## src/rtl/cpu_step_ctrl.sv

```systemverilog
// ============================================================================
// Module   : cpu_step_ctrl
// Purpose  : CPU clock-enable source: free-run divider or debounced single step,
//            with a halt latch that only Reset clears.
// Revision : 1.0
// ============================================================================
`timescale 1ns/1ps
`default_nettype none

module cpu_step_ctrl #(
    parameter int DIV_COUNT       = 5000000,
    parameter int DEBOUNCE_CYCLES = 1000000
) (
    input  logic        Clk,
    input  logic        Reset,
    input  logic        mode,
    input  logic        step_btn,
    input  logic        halt,
    output logic        cpu_en,
    output logic        run_led,
    output logic        halted,
    output logic [15:0] step_count
);

    localparam int DW  = (DIV_COUNT > 2) ? $clog2(DIV_COUNT) : 1;
    localparam int DBW = (DEBOUNCE_CYCLES > 1) ? $clog2(DEBOUNCE_CYCLES) : 1;
    localparam logic [DW-1:0]  DIV_LAST = DW'(DIV_COUNT - 1);
    localparam logic [DBW-1:0] DB_LAST  = DBW'(DEBOUNCE_CYCLES - 1);

    typedef enum logic [1:0] {
        ST_STEP = 2'd0,
        ST_RUN  = 2'd1,
        ST_HALT = 2'd2
    } state_t;

    state_t          state;
    state_t          state_nxt;
    logic [DW-1:0]   divider;
    logic [DW-1:0]   div_nxt;
    logic            en_nxt;
    logic            mode_m;
    logic            mode_s;
    logic            btn_m;
    logic            btn_s;
    logic [DBW-1:0]  cnt_db;
    logic            db_level;
    logic            db_prev;
    logic            press;

    // Two-flop synchronisers for the asynchronous switch and button
    always_ff @(posedge Clk) begin
        if (Reset) begin
            mode_m <= 1'b0;
            mode_s <= 1'b0;
            btn_m  <= 1'b0;
            btn_s  <= 1'b0;
        end else begin
            mode_m <= mode;
            mode_s <= mode_m;
            btn_m  <= step_btn;
            btn_s  <= btn_m;
        end
    end

    // Accept a new level only after it has differed for DEBOUNCE_CYCLES cycles
    always_ff @(posedge Clk) begin
        if (Reset) begin
            cnt_db   <= '0;
            db_level <= 1'b0;
            db_prev  <= 1'b0;
            press    <= 1'b0;
        end else begin
            if (btn_s != db_level) begin
                if (cnt_db == DB_LAST) begin
                    db_level <= btn_s;
                    cnt_db   <= '0;
                end else begin
                    cnt_db <= cnt_db + 1'b1;
                end
            end else begin
                cnt_db <= '0;
            end
            db_prev <= db_level;
            press   <= db_level & ~db_prev;
        end
    end

    always_ff @(posedge Clk) begin
        if (Reset) begin
            state   <= ST_STEP;
            divider <= '0;
            cpu_en  <= 1'b0;
        end else begin
            state   <= state_nxt;
            divider <= div_nxt;
            cpu_en  <= en_nxt;
        end
    end

    // Priority: halt, then mode change, then pulse generation
    always_comb begin
        state_nxt = state;
        div_nxt   = divider;
        en_nxt    = 1'b0;
        if (halt) begin
            state_nxt = ST_HALT;
        end else begin
            case (state)
                ST_STEP: begin
                    if (mode_s) begin
                        state_nxt = ST_RUN;
                        div_nxt   = '0;
                    end else begin
                        en_nxt = press;
                    end
                end
                ST_RUN: begin
                    if (!mode_s) begin
                        state_nxt = ST_STEP;
                        div_nxt   = '0;
                    end else if (divider == DIV_LAST) begin
                        div_nxt = '0;
                        en_nxt  = 1'b1;
                    end else begin
                        div_nxt = divider + 1'b1;
                    end
                end
                ST_HALT: begin
                    state_nxt = ST_HALT;
                end
                default: begin
                    state_nxt = ST_STEP;
                end
            endcase
        end
    end

    always_ff @(posedge Clk) begin
        if (Reset) begin
            run_led    <= 1'b0;
            halted     <= 1'b0;
            step_count <= 16'd0;
        end else begin
            run_led <= (state == ST_RUN);
            halted  <= (state == ST_HALT);
            if (cpu_en && (step_count != 16'hFFFF)) begin
                step_count <= step_count + 16'd1;
            end
        end
    end

endmodule

`default_nettype wire

```

## config.mk

```make
export PLATFORM = sky130hd
export DESIGN_NAME = cpu_step_ctrl
export DESIGN_NICKNAME = d
export VERILOG_FILES = /design/src/rtl/cpu_step_ctrl.sv
export SDC_FILE = /design/constraint.sdc
export NUM_CORES = 1
export LEC_CHECK = 0
export ABC_AREA = 1
export CORE_MARGIN = 8
export CORE_UTILIZATION = 51
export CTS_CLUSTER_SIZE = 28
export DETAILED_ROUTE_END_ITERATION = 10
export PLACE_DENSITY = 0.7
export SKIP_CTS_REPAIR_TIMING = 1
export SYNTH_ARGS = -nofsm -noshare
export SYNTH_HDL_FRONTEND = slang
export SYNTH_SLANG_ARGS = --single-unit
```

## constraint.sdc

```tcl
create_clock -name Clk -period 1.7 [get_ports Clk]
set_input_delay 0.34 -clock Clk [delete_from_list [all_inputs] [get_ports Clk]]
set_output_delay 0.34 -clock Clk [all_outputs]
set_load 0.02 [all_outputs]
```

Yosys cells after proc, flatten, opt, wreduce, memory -nomap -nowiden
Index checks and enable logic that the tools add are counted.
{ "classes": {"n_mux": 12, "n_addsub": 3, "reduce_logical": 9, "eq_ne": 10, "bitwise": 4} }
{ "ops": {"columns": ["op", "count"], "rows": [
  ["$mux 23", 3],
  ["$pmux 23 s2", 1],
  ["$add 23x1->23 const B", 1],
  ["$eq 23x23->1 const B", 1],
  ["$add 20x1->20 const B", 1],
  ["$eq 20x20->1 const B", 1],
  ["$add 16x1->16 const B", 1],
  ["$ne 16x16->1 const B", 1],
  ["$mux 2", 3],
  ["$ne 3x3->1 const B", 2],
  ["$pmux 2 s3", 1],
  ["$reduce_and 2->1", 3],
  ["$ne 2x2->1 const B", 2],
  ["$mux 1", 3],
  ["$not 1->1", 3],
  ["$reduce_and 3->1", 1],
  ["$reduce_or 3->1", 1],
  ["$eq 2x1->1 const B", 1],
  ["$eq 2x2->1 const B", 1],
  ["$logic_not 2->1", 1],
  ["$pmux 1 s2", 1],
  ["$reduce_bool 2->1", 1],
  ["$reduce_or 2->1", 1],
  ["$and 1x1->1", 1],
  ["2 further kinds", 2]
]} }
{ "word_totals": {"ff_bits": 71, "output_inout_bits": 19, "inputBits": 5, "elab_cells": 53} }

Longest topological paths before layout
{ "logic_depth": {"word_depth": 4, "mapped_depth": 11, "mapped_depth_nobuf": 10} }

Worst setup path after synthesis
OpenSTA, ideal clock, no wires.
{ "synth_timing": {"kind": "register -> register", "start": "register step_count[1]", "end": "register step_count[14]", "n_path_buf": 1, "setup_slack_ns": 0.051, "arrival_time_ns": 1.511, "t_required_ns": 1.562, "setup_time_ns": 0.138, "stages_incl_launch_ff": 10, "period_less_slack_ns": 1.649, "cell_sequence": "dfxtp_1 ha_1 nand3_2 nor2_4 nand3_2 nand2_4 inv_2 buf_6 nand2_1 a21oi_2"} }
{ "synth_between": {"elab_chain_len": 2, "elab_cells_between_ends": 3, "cone_classes": "add/sub (1); eq/ne (1); reduce/logical (1)"} }
{ "synth_rtl": {"columns": ["item", "line_no", "source"], "rows": [
  ["start: declaration", "22", "output logic [15:0] step_count"],
  ["start signal: assignment", "147", "step_count <= step_count + 16'd1;"],
  ["parallel branches: the longest is 2 deep, another holds $add 16x1->16", null, null]
]} }
Several ways; the timed one is not identified.
A chain may end at the register's enable or synchronous reset.

Worst setup path in the final report
{ "layout_timing": {"start": "register step_count[9]", "end": "output step_count[9]"} }
No word-level cell between the ends.

==> metrics.cfg <==
[logic_synthesis]
yosysSeqAreaShare=0.392
synth_ff_type=dfxtp_1
synth_xor_area_frac=0.0531
synth_edf_count=0
synth_top_family_by_area=simple AND/OR/NAND/NOR gates
synth_area_um2=3630
synthCells=525
ys_async_sr_fraction=0
yosys_warnings=0
synth-simple-area-share=0.386
synth_fa_ha_area_frac=0.0103
mappedNetlistNets=533
ys_types=36
syn_avg_cell_area_um2=6.91
synthMuxAreaShare=0.00276
synth_compound_area_frac=0.0673
ys_seq_elements=71

[clock_tree]
numCtsBuffers=9
clk_latency_ps=350
h-tree-depth=3
cts_tree=built
clockBufferDepth=2
root_buffer=clkbuf_8
clkSinkCount=71
clk_pin_slew_worst_paths_ps=80

[timing]
setup_viol_count_final=0
slew_headroom=0.744
fin_skew_ps=11.0
fin_crit_ps=1650
whs_ps=398
slew_viol_final=0
finalHoldViolCount=0
finalSetupTns_ps=0
finalCritPeriodShare=0.972
fmaxAchievable_mhz=605
worst_pin_slew_ps=381

[die]
fp.coreArea_um2=6830
ioPinCount=24
fp.dieH_um=100
die_x_um=100
rows=30
initial_core_util=0.531
design.die.area_um2=10100

[detailed_routing]
drt_iter0_drc=129
wire_per_inst_um=11.7
drc=0
routed_wl_um=7930
ant_nets=0
num_vias=3323
first_pass_iters=5
vias_per_cell=4.92

[global_route]
grt_pass1_vias=3138
track_usage=0.159
overflow=0
grt_pass1_wl_um=13200
antenna_found_initial=0
grt_max_degree=22
busiest_layer=met2
grt_use_met2=0.248
use_met3=0.0471
use_met1=0.201

[worst_setup_path]
slowest_stage=clkdlybuf4s50_1
cp-start-kind=flop
cp_num_buf_inv=1
cp-end-kind=primary output
cpPeakStageDelay_ps=610
required_ps=1360
crit_type=reg -> out
path_cells=clkdlybuf4s50_1
critPathMaxFanout=3
path_delay_family=buffers and inverters
cp.arrival_ps=1310

[final_layout]
diodes=0
fin_cells=676
fin_area_um2=4390
layout_commonest_cell=nand2_1
syn_to_final_growth_pct=21.1
final_cell_mix=nand2_1, nor2_1, dfxtp_1, inv_1, nand3_1
drive_gt1_frac=0.147
final_nets=583

[placement]
globalplace.congestion=0.895
io_buffer_count=23
dpl.hpwl_um=5570
placed_cell_area_um2=4070
numPlacedInstances=655

[pwr]
pwr-share-seq=0.561
p_leak_nw=1.89
finalPower_mw=2.99
swShare=0.248
power_frac_clock=0.402
cellPowerDensity_nw_per_um2=680
power_switching_uw=741
pwr-share-comb=0.037
p_int_mw=2.25
peakVddDrop_mv=0.659

[min_path]
min_path_type=reg -> reg

[run]
drv_cap=0

[outcome]
status=completed

[area by class of cell]
type | instances | area, µm²
Timing Repair Buffer | 46 | 477
Fill cell | 636 | 2440
Clock inverter | 7 | 50.0
Tap cell | 96 | 120
Clock buffer | 9 | 124
Multi-Input combinational cell | 381 | 1950
Inverter | 66 | 248
Sequential cell | 71 | 1430
[routing by layer]
| layer | share of wire | wire length [µm] |
|---|---|---|
| met1 | 0.50 | 3980 |
| met2 | 0.44 | 3460 |
| met3 | 0.051 | 404 |
| met4 | 0.011 | 87 |
| met5 | 0 | 0 |
[synth_stat cells, types with 2 or more instances]
| library cell | count | area, µm² |
|---|---|---|
| nor2_4 | 3 | 33.8 |
| buf_4 | 2 | 15.0 |
| buf_1 | 2 | 7.51 |
| a21oi_2 | 9 | 78.8 |
| nor3b_1 | 4 | 30.0 |
| a21oi_1 | 19 | 95.1 |
| nand2_2 | 3 | 18.8 |
| dfxtp_1 | 71 | 1420 |
| nand2_4 | 2 | 22.5 |
| nand2_1 | 131 | 492 |
| nor2_1 | 91 | 342 |
| xor2_1 | 14 | 123 |
| buf_2 | 2 | 10.0 |
| ha_1 | 3 | 37.5 |
| nand4_1 | 11 | 68.8 |
| nand3b_1 | 3 | 22.5 |
| nor2_2 | 5 | 31.3 |
| nor3_1 | 15 | 75.1 |
| xnor2_1 | 8 | 70.1 |
| nand3_1 | 35 | 175 |
| buf_6 | 2 | 22.5 |
| o21ai_0 | 9 | 45.0 |
| inv_1 | 63 | 236 |
| nand3_2 | 4 | 40.0 |
| inv_2 | 3 | 11.3 |
[worst paths after layout]
kind,slack [ps],to,cells after the start,startpoint
max,50,step_count[9],1,step_count[9]$_SDFFE_PP0P_
min,400,press$_SDFF_PP0_,1,db_prev$_SDFF_PP0_
max reg2reg,110,step_count[0]$_SDFFE_PP0P_,8,step_count[0]$_SDFFE_PP0P_
min reg2reg,400,press$_SDFF_PP0_,1,db_prev$_SDFF_PP0_
[cell families (layout without fill, tap and decap cells)]
group                      count (synthesis)  in the layout
xor gates and xnor gates                  22             22
muxes                                      1              1
buffers and inverters                     75            128
and+or+nand+nor                          312            314
adders and majority gates                  3              3
AOI/OAI and AO/OA                         41             41
DFF                                       71             71
[power by group through the flow]
stage          registers [mW]  logic [mW]  clock network, mW
2_1_floorplan            1.72      0.0492                  0
3_3_place_gp             1.72      0.0916                  0
3_5_place_dp             1.72      0.0925                  0
4_1_cts                  1.68      0.0927               1.24
5_1_grt                  1.68       0.122               1.33
6_report                 1.68       0.112               1.20
[metrics by stage]
step           worst slack, ps  utilization
4_1_cts                   -118        0.621
5_1_grt                  -13.7        0.643
3_5_place_dp              -198        0.595
6_report                  47.4        0.643
3_3_place_gp              -156        0.595
2_1_floorplan             51.1            -
[worst register-to-register path, stage by stage, from the launching register on]
cell and delay, ps:
dfxtp_1 370, ha_2 230, nand3_2 130, nor2_4 160
nand3_2 110, nand2_4 130, buf_4 180, o21ai_0 80
a21oi_1 130
[flip-flops by register name, summed over array words and instances, names as in the netlist]
| name | cells |
|---|---|
| state | 2 |
| mode_s | 1 |
| db_level | 1 |
| btn_s | 1 |
| halted | 1 |
| cpu_en | 1 |
| press | 1 |
| run_led | 1 |
| db_prev | 1 |
| step_count | 16 |
| btn_m | 1 |
| cnt_db | 20 |
| mode_m | 1 |
| divider | 23 |
(Power assumes the default switching activity.)
